==> src/rtl/uart_fifo_bridge.sv <==
// uart_fifo_bridge: circular FIFO between the UART receiver and transmitter.
// Bytes flagged by rx_done are queued and handed to the transmitter one at a
// time, each pop waiting for the previous frame to finish (tx_busy handshake).
//
// Ports:
//   clk, rst            clock, asynchronous active-high reset
//   rx_done, rx_data    one-cycle receive strobe and its byte
//   tx_busy             transmitter busy, rises one cycle after tx_start
//   tx_start, tx_data   registered one-cycle start pulse and held byte
//   fifo_empty/full     occupancy flags derived from fifo_count
//   fifo_count          occupancy 0..DEPTH
//   overflow            one-cycle pulse after a byte was dropped
//
// Optional build macro: UART_FIFO_BRIDGE_CRLF_EN
//   When defined, every transmitted 0x0D is followed by an inserted 0x0A
//   (SEND_LF state) that does not consume a FIFO entry.

module uart_fifo_bridge #(
    parameter int DATA_WIDTH = 8,
    parameter int DEPTH      = 8
) (
    input  logic                       clk,
    input  logic                       rst,
    input  logic                       rx_done,
    input  logic [DATA_WIDTH-1:0]      rx_data,
    input  logic                       tx_busy,
    output logic                       tx_start,
    output logic [DATA_WIDTH-1:0]      tx_data,
    output logic                       fifo_empty,
    output logic                       fifo_full,
    output logic [$clog2(DEPTH):0]     fifo_count,
    output logic                       overflow
);

    localparam int AW = $clog2(DEPTH);
    localparam int CW = AW + 1;

`ifdef UART_FIFO_BRIDGE_CRLF_EN
    localparam logic [DATA_WIDTH-1:0] CR = DATA_WIDTH'(8'h0D);
    localparam logic [DATA_WIDTH-1:0] LF = DATA_WIDTH'(8'h0A);

    typedef enum logic [1:0] {
        IDLE,
        WAIT_BUSY,
        WAIT_DONE,
        SEND_LF
    } state_t;
`else
    typedef enum logic [1:0] {
        IDLE,
        WAIT_BUSY,
        WAIT_DONE
    } state_t;
`endif

    state_t                state;
    logic [DATA_WIDTH-1:0] mem [DEPTH];
    logic [AW-1:0]         wr_ptr;
    logic [AW-1:0]         rd_ptr;
    logic [CW-1:0]         cnt;
    logic [1:0]            wait_cnt;
    logic                  pop;
    logic                  push;
    logic                  drop;

`ifdef UART_FIFO_BRIDGE_CRLF_EN
    logic                  lf_pend;
`endif

    assign fifo_count = cnt;
    assign fifo_empty = (cnt == '0);
    assign fifo_full  = (cnt == CW'(DEPTH));

    // A pop frees a slot in the same cycle, so a full FIFO still
    // accepts a byte when the FSM is popping.
    assign pop  = (state == IDLE) && !fifo_empty && !tx_busy;
    assign push = rx_done && (!fifo_full || pop);
    assign drop = rx_done && fifo_full && !pop;

    // Storage has no reset; contents are qualified by the counter.
    always_ff @(posedge clk) begin
        if (push) begin
            mem[wr_ptr] <= rx_data;
        end
    end

    always_ff @(posedge clk or posedge rst) begin
        if (rst) begin
            wr_ptr   <= '0;
            rd_ptr   <= '0;
            cnt      <= '0;
            overflow <= 1'b0;
        end else begin
            overflow <= drop;
            if (push) begin
                wr_ptr <= wr_ptr + AW'(1);
            end
            if (pop) begin
                rd_ptr <= rd_ptr + AW'(1);
            end
            case ({push, pop})
                2'b10:   cnt <= cnt + CW'(1);
                2'b01:   cnt <= cnt - CW'(1);
                default: cnt <= cnt;
            endcase
        end
    end

    always_ff @(posedge clk or posedge rst) begin
        if (rst) begin
            state    <= IDLE;
            tx_start <= 1'b0;
            tx_data  <= '0;
            wait_cnt <= '0;
`ifdef UART_FIFO_BRIDGE_CRLF_EN
            lf_pend  <= 1'b0;
`endif
        end else begin
            tx_start <= 1'b0;
            case (state)
                IDLE: begin
                    if (pop) begin
                        tx_data  <= mem[rd_ptr];
                        tx_start <= 1'b1;
                        wait_cnt <= '0;
                        state    <= WAIT_BUSY;
`ifdef UART_FIFO_BRIDGE_CRLF_EN
                        lf_pend  <= (mem[rd_ptr] == CR);
`endif
                    end
                end
                WAIT_BUSY: begin
                    // Fourth idle cycle here means the start was missed.
                    if (tx_busy) begin
                        state <= WAIT_DONE;
                    end else if (wait_cnt == 2'd3) begin
                        state <= IDLE;
`ifdef UART_FIFO_BRIDGE_CRLF_EN
                        lf_pend <= 1'b0;
`endif
                    end else begin
                        wait_cnt <= wait_cnt + 2'd1;
                    end
                end
                WAIT_DONE: begin
                    if (!tx_busy) begin
`ifdef UART_FIFO_BRIDGE_CRLF_EN
                        state <= lf_pend ? SEND_LF : IDLE;
`else
                        state <= IDLE;
`endif
                    end
                end
`ifdef UART_FIFO_BRIDGE_CRLF_EN
                SEND_LF: begin
                    tx_data  <= LF;
                    tx_start <= 1'b1;
                    lf_pend  <= 1'b0;
                    wait_cnt <= '0;
                    state    <= WAIT_BUSY;
                end
`endif
                default: state <= IDLE;
            endcase
        end
    end

endmodule
==> config.mk <==
export PLATFORM = sky130hd
export DESIGN_NAME = uart_fifo_bridge
export DESIGN_NICKNAME = d
export VERILOG_FILES = /design/src/rtl/uart_fifo_bridge.sv
export SDC_FILE = /design/constraint.sdc
export NUM_CORES = 1
export LEC_CHECK = 0
export ABC_AREA = 1
export BUFFER_PORTS_ARGS = -buffer_cell sky130_fd_sc_hd__buf_2
export CAP_MARGIN = 10
export CORE_MARGIN = 2
export CORE_UTILIZATION = 36
export DETAILED_ROUTE_END_ITERATION = 16
export HOLD_SLACK_MARGIN = 0.03
export SKIP_LAST_GASP = 1
export SYNTH_ARGS = -nofsm -noshare
export SYNTH_HDL_FRONTEND = slang
export SYNTH_SLANG_ARGS = --single-unit
==> constraint.sdc <==
create_clock -name clk -period 2.5 [get_ports clk]
set_clock_uncertainty 0.1 [all_clocks]
set_input_delay 0.25 -clock clk [delete_from_list [all_inputs] [get_ports clk]]
set_output_delay 0.25 -clock clk [all_outputs]
set_load 0.005 [all_outputs]
# Yosys cells after proc, flatten, opt, wreduce, memory -nomap -nowiden

Memory sizes are Yosys's and may differ from the RTL's. A register that Yosys moved wholly into a read port is not among the register bits.
Index checks and enable logic that the tools add are counted.

Bits in registers: 16
Output and inout port bits: 16
Word-level logic and storage cells: 55
Bits in writable memories: 64
Memories: 1
Input bits: 12

Muxes and demuxes: 14
Add/subtract/negate cells: 5
Reduce and logical (&&, ||, !) cells: 17
Eq/ne operators: 11

Memories:

| memory | words | bits a word | rd ports | clocked after memory_dff | wr ports | RTL line | RTL |
|---|---|---|---|---|---|---|---|
| mem    | 8     | 8           | 1        | 1                        | 1        | 57       | `logic [DATA_WIDTH-1:0] mem [DEPTH];` |

Operator list:

| cell                | number |
|---|---|
| $mux 2              | 7 |
| $ne 2x2->1 const B  | 4 |
| $pmux 4 s2          | 1 |
| $add 3x1->3 const B | 2 |
| $eq 2x2->1 const B  | 3 |
| $pmux 2 s3          | 1 |
| $logic_and 1x1->1   | 5 |
| $add 4x1->4 const B | 1 |
| $eq 2x1->1 const B  | 2 |
| $eq 4x4->1 const B  | 1 |
| $logic_not 1->1     | 4 |
| $logic_not 4->1     | 1 |
| $mux 1              | 4 |
| $pmux 2 s2          | 1 |
| $reduce_and 4->1    | 1 |
| $reduce_bool 2->1   | 2 |
| $sub 4x1->4 const B | 1 |
| $ne 3x3->1 const B  | 1 |
| $reduce_and 3->1    | 1 |
| $add 2x1->2 const B | 1 |
| $logic_not 2->1     | 1 |
| $reduce_and 2->1    | 1 |
| $logic_or 1x1->1    | 1 |

# Longest topological paths before layout

Depth after elaboration: 8
Gate-level depth with buffers: 13
Depth with buffers taken out: 13

# Least setup slack after synthesis

Ideal clock, no wire load.

Path type: flip-flop to flip-flop
From: reg state[1]
To: mem mem[4][0] (enable)
Clock period less this slack: 1.993 ns
Stages on the path, launching flop included: 9
Slack: 0.507 ns
Required time: 2.030 ns
Setup time: 0.370 ns
Arrival: 1.522 ns
Path buffers: 0
Path through: dfrtp_1 -> inv_2 -> nand2_2 -> nor2_4 -> nand2_4 -> nand2_2 -> nand2_2 -> or2_1 -> nor2_1

Cells in the longest elaborated chain, start to end: 7

RTL lines:

| element                         | RTL line | RTL |
|---|---|---|
| start, declared                 | 56       | `state_t state;` |
| start signal, assigned          | 111      | `state <= IDLE;` |
| start signal, assigned          | 126      | `state <= WAIT_BUSY;` |
| start signal, assigned          | 135      | `state <= WAIT_DONE;` |
| $logic_not 2->1                 | 76       | `assign pop = (state == IDLE) && !fifo_empty && !tx_busy;` |
| $logic_and 1x1->1 (2 in series) | 76       |  |
| $logic_or 1x1->1                | 77       | `assign push = rx_done && (!fifo_full \|\| pop);` |
| $logic_and 1x1->1               | 77       |  |
| $mux 1                          | 82       | `if (push) begin` |
| $mux 1 (implied by the code)    | 83       | `mem[wr_ptr] <= rx_data;` |
| end, declared                   | 57       |  |

Every way passes these cells.

# Worst setup path in the final report

From: reg state[1]
To: mem mem[2][6] (enable)

Same word-level chain as after synthesis.

==> reports/results.ini <==
[outcome]
outcome = finished clean

[final_layout]
fill_cells = 942
fin_nets = 354
final_area_um2 = 4170
drive_above_1_share_pct = 20.4
syn_to_final_growth_pct = 14.9
n_antenna_cell = 0
final_util_pct = 42.7

[logic_synthesis]
ys_ff_latch = 88
synth_top_cell_area_share_pct = 52.9
synth.area.mux_share_pct = 0
synth_simple_gate_area_share_pct = 13.1
synth_edf_count = 64
syn_nets = 316
syn_inst = 300
synth_cell_type_count = 30
ys_top_cells_by_area = edfxtp_1, dfrtp_1, o21ai_0, nor2_1, nand2_1
synth_top_family_by_area = simple AND/OR/NAND/NOR gates
yosys.area.top_type = edfxtp_1
ys_async_sr_fraction_pct = 27.3
synth_xor_area_share_pct = 1.45
synth_compound_area_share_pct = 11.1
synth_area_per_cell_um2 = 12.1
syn_area_um2 = 3630
synthAdderAreaFrac_pct = 1.38
synth-seq-area-share_pct = 69.5
synthFlopType = edfxtp_1
yosys_warnings = 0

[grt]
grt_remaining_overflow = 0
antenna_found_initial = 0
grt_max_degree = 34
grt_util_all_layers_pct = 14.7
grt_pass1_wl_um = 12100
grt_pass1_vias = 2269

[timing]
relSlewSlack_pct = 38.9
fin_crit_ps = 2000
setup_ws_ps = 495
setup_viol = 0
finalMaxSlewViolations = 0
fin_crit_sh_pct = 80.2
hold_viol = 0
worstMarginPinSlew_ps = 915
rsz0062_at_grt = false
fmax_mhz = 499
tns_ps = 0

[clocking]
cts_max_level = 3
numCtsBuffers = 9
clock_sinks = 88
cts_resized = 0
clkLatencyLatePin_ps = 360
cts-root-buf = clkbuf_8
tritoncts = done
cts_max_path_buffers = 2
post-cts-setup-buffers = 0
hold_buffers = 1
clkTransAtPathRegs_ps = 80

[drt]
drt_wl_total_um = 7680
ant_nets = 0
firstDrtPassIters = 4
vias = 2334
avgViaCountPerCell = 4.90
drt_iter0_drc = 175
wire_per_inst_um = 16.1
drc = 0

[placed_design]
dp_hpwl_um = 5290
place_ws_ps = 497
place.port_buffers = 27
gp_congestion = 0.817
postPlaceCellArea_um2 = 3960

[floorplanning]
coreArea_um2 = 9770
die_w_um = 104
die_h_um = 104
io_pins = 28
dieArea_um2 = 10900
start_util_pct = 37.1
num_rows = 36

[critical_path]
r2r_cells = 9
r2r-end = mem[2][6]
cp-start-kind = register
r2r_start = state[1]
critical_path.endpoint = mem[2][6]
end_kind = register
crit_arrival_ps = 1960
worstSetupPathType = reg2reg
worst_ep_required_time_ps = 2460
critical_path.max_fanout = 13
cp-startpoint = state[1]
rrSetupSlack_ps = 500

[job]
drv_cap = 0

[hold_path]
hp-class = in2reg

[power_and_ir_drop]
p_per_area_nw_per_um2 = 1120
vdd_drop_max_uv = 486
leakage_uw = 0.00164

==> synth_stat cells, types with 2 or more instances <==
cell type  number
clkbuf_1        9
dfrtp_1        24
edfxtp_1       64
ha_1            4
inv_1          16
inv_2           5
nand2_1        40
nand2_2         3
nand2_4         4
nand3_1         5
nand4_1         2
nor2_1         45
o211ai_1        8
o21ai_0        36
o21ai_1         2
o221ai_1        8
o22ai_1         8
xnor2_1         2
xor2_1          4
==> stage by stage <==
| stage | instances | power (uW) | hold WS (ps) |
|---|---|---|---|
| global route | 476 | 5030 | 90.8 |
| global placement | 459 | 3720 | 362 |
| floorplan | 300 | 3210 | 165 |
| CTS | 476 | 4720 | 73.6 |
| finish | 476 | 4690 | 81.4 |
| detailed placement | 459 | 3760 | 363 |
==> sequential cells by signal, indices dropped and copies added (netlist names) <==
name / count
fifo_count: 4
mem: 64
overflow: 1
rd_ptr: 3
state: 2
tx_data: 8
tx_start: 1
wait_cnt: 2
wr_ptr: 3
==> logic make-up (layout without fill, tap and decap cells) <==
logic type	after synthesis	after routing
fa+ha+maj	4	4
buf+inv	33	76
xor+xnor	6	6
compound gates	65	65
simple gates	104	104
flops	88	88
==> power breakdown <==
| group | switching (uW) | internal (uW) | leakage, uW |
|---|---|---|---|
| clock network | 497 | 467 | 0.0000968 |
| logic | 1040 | 569 | 0.000667 |
| registers | 207 | 1900 | 0.000879 |
| total | 1750 | 2940 | 0.00164 |
==> worst max-delay path: stages, from the launching register on <==
cell,delay [ps]
dfrtp_1,410
inv_2,70
nand2_2,60
nor2_4,160
nand2_4,160
nand2_2,120
nand2_2,70
or2_1,270
nor2_1,110
buf_4,180
==> area by class of cell <==
| class | count | area (um^2) | area share (%) |
|---|---|---|---|
| clock buffer | 10 | 128 | 3.06 |
| sequential | 88 | 2520 | 60.5 |
| inverter | 21 | 78.8 | 1.89 |
| multi-input combinational | 179 | 978 | 23.5 |
| timing repair buffer | 39 | 228 | 5.46 |
| clock inverter | 6 | 68.8 | 1.65 |
| tap | 133 | 166 | 3.99 |
==> layer usage <==
layer,track usage (%),up-vias,routed length (um)
li1,-,1132,-
met3,2.38,12,376
met4,6.18,0,144
met1,19.6,1128,3410
met5,0,-,0
met2,23.7,62,3750
==> cell usage in the layout (no fill, tap or decap), drive strengths merged <==
cell,netlist,layout
edfxtp,64,64
nor2,47,47
nand2,47,47
o21ai,38,38
buf,3,38
dfrtp,24,24
inv,21,22
clkbuf,9,10
o22ai,8,8
o221ai,8,8
o211ai,8,8
nand3,6,6
xor2,4,4
ha,4,4
clkinv,0,3
nand4,2,2
xnor2,2,2
o41ai,1,1
nor4,1,1
or2,1,1
o21a,1,1
o21bai,1,1
clkinvlp,0,1
bufinv,0,1
dlygate4sd3,0,1
==> worst min path at each step <==
| stage | start | end | slack, ps | depth (start not counted) |
|---|---|---|---|---|
| after floorplan | rst | fifo_count[0] | 160 | 1 |
| after global placement | tx_data[5] | tx_data[5] | 360 | 2 |
| after detailed placement | tx_data[3] | tx_data[3] | 360 | 2 |
| after CTS | tx_busy | state[1] | 70 | 2 |
| after global routing | tx_busy | state[1] | 90 | 2 |
| final | tx_busy | state[1] | 80 | 2 |
Power figures use the tool's default switching activity.
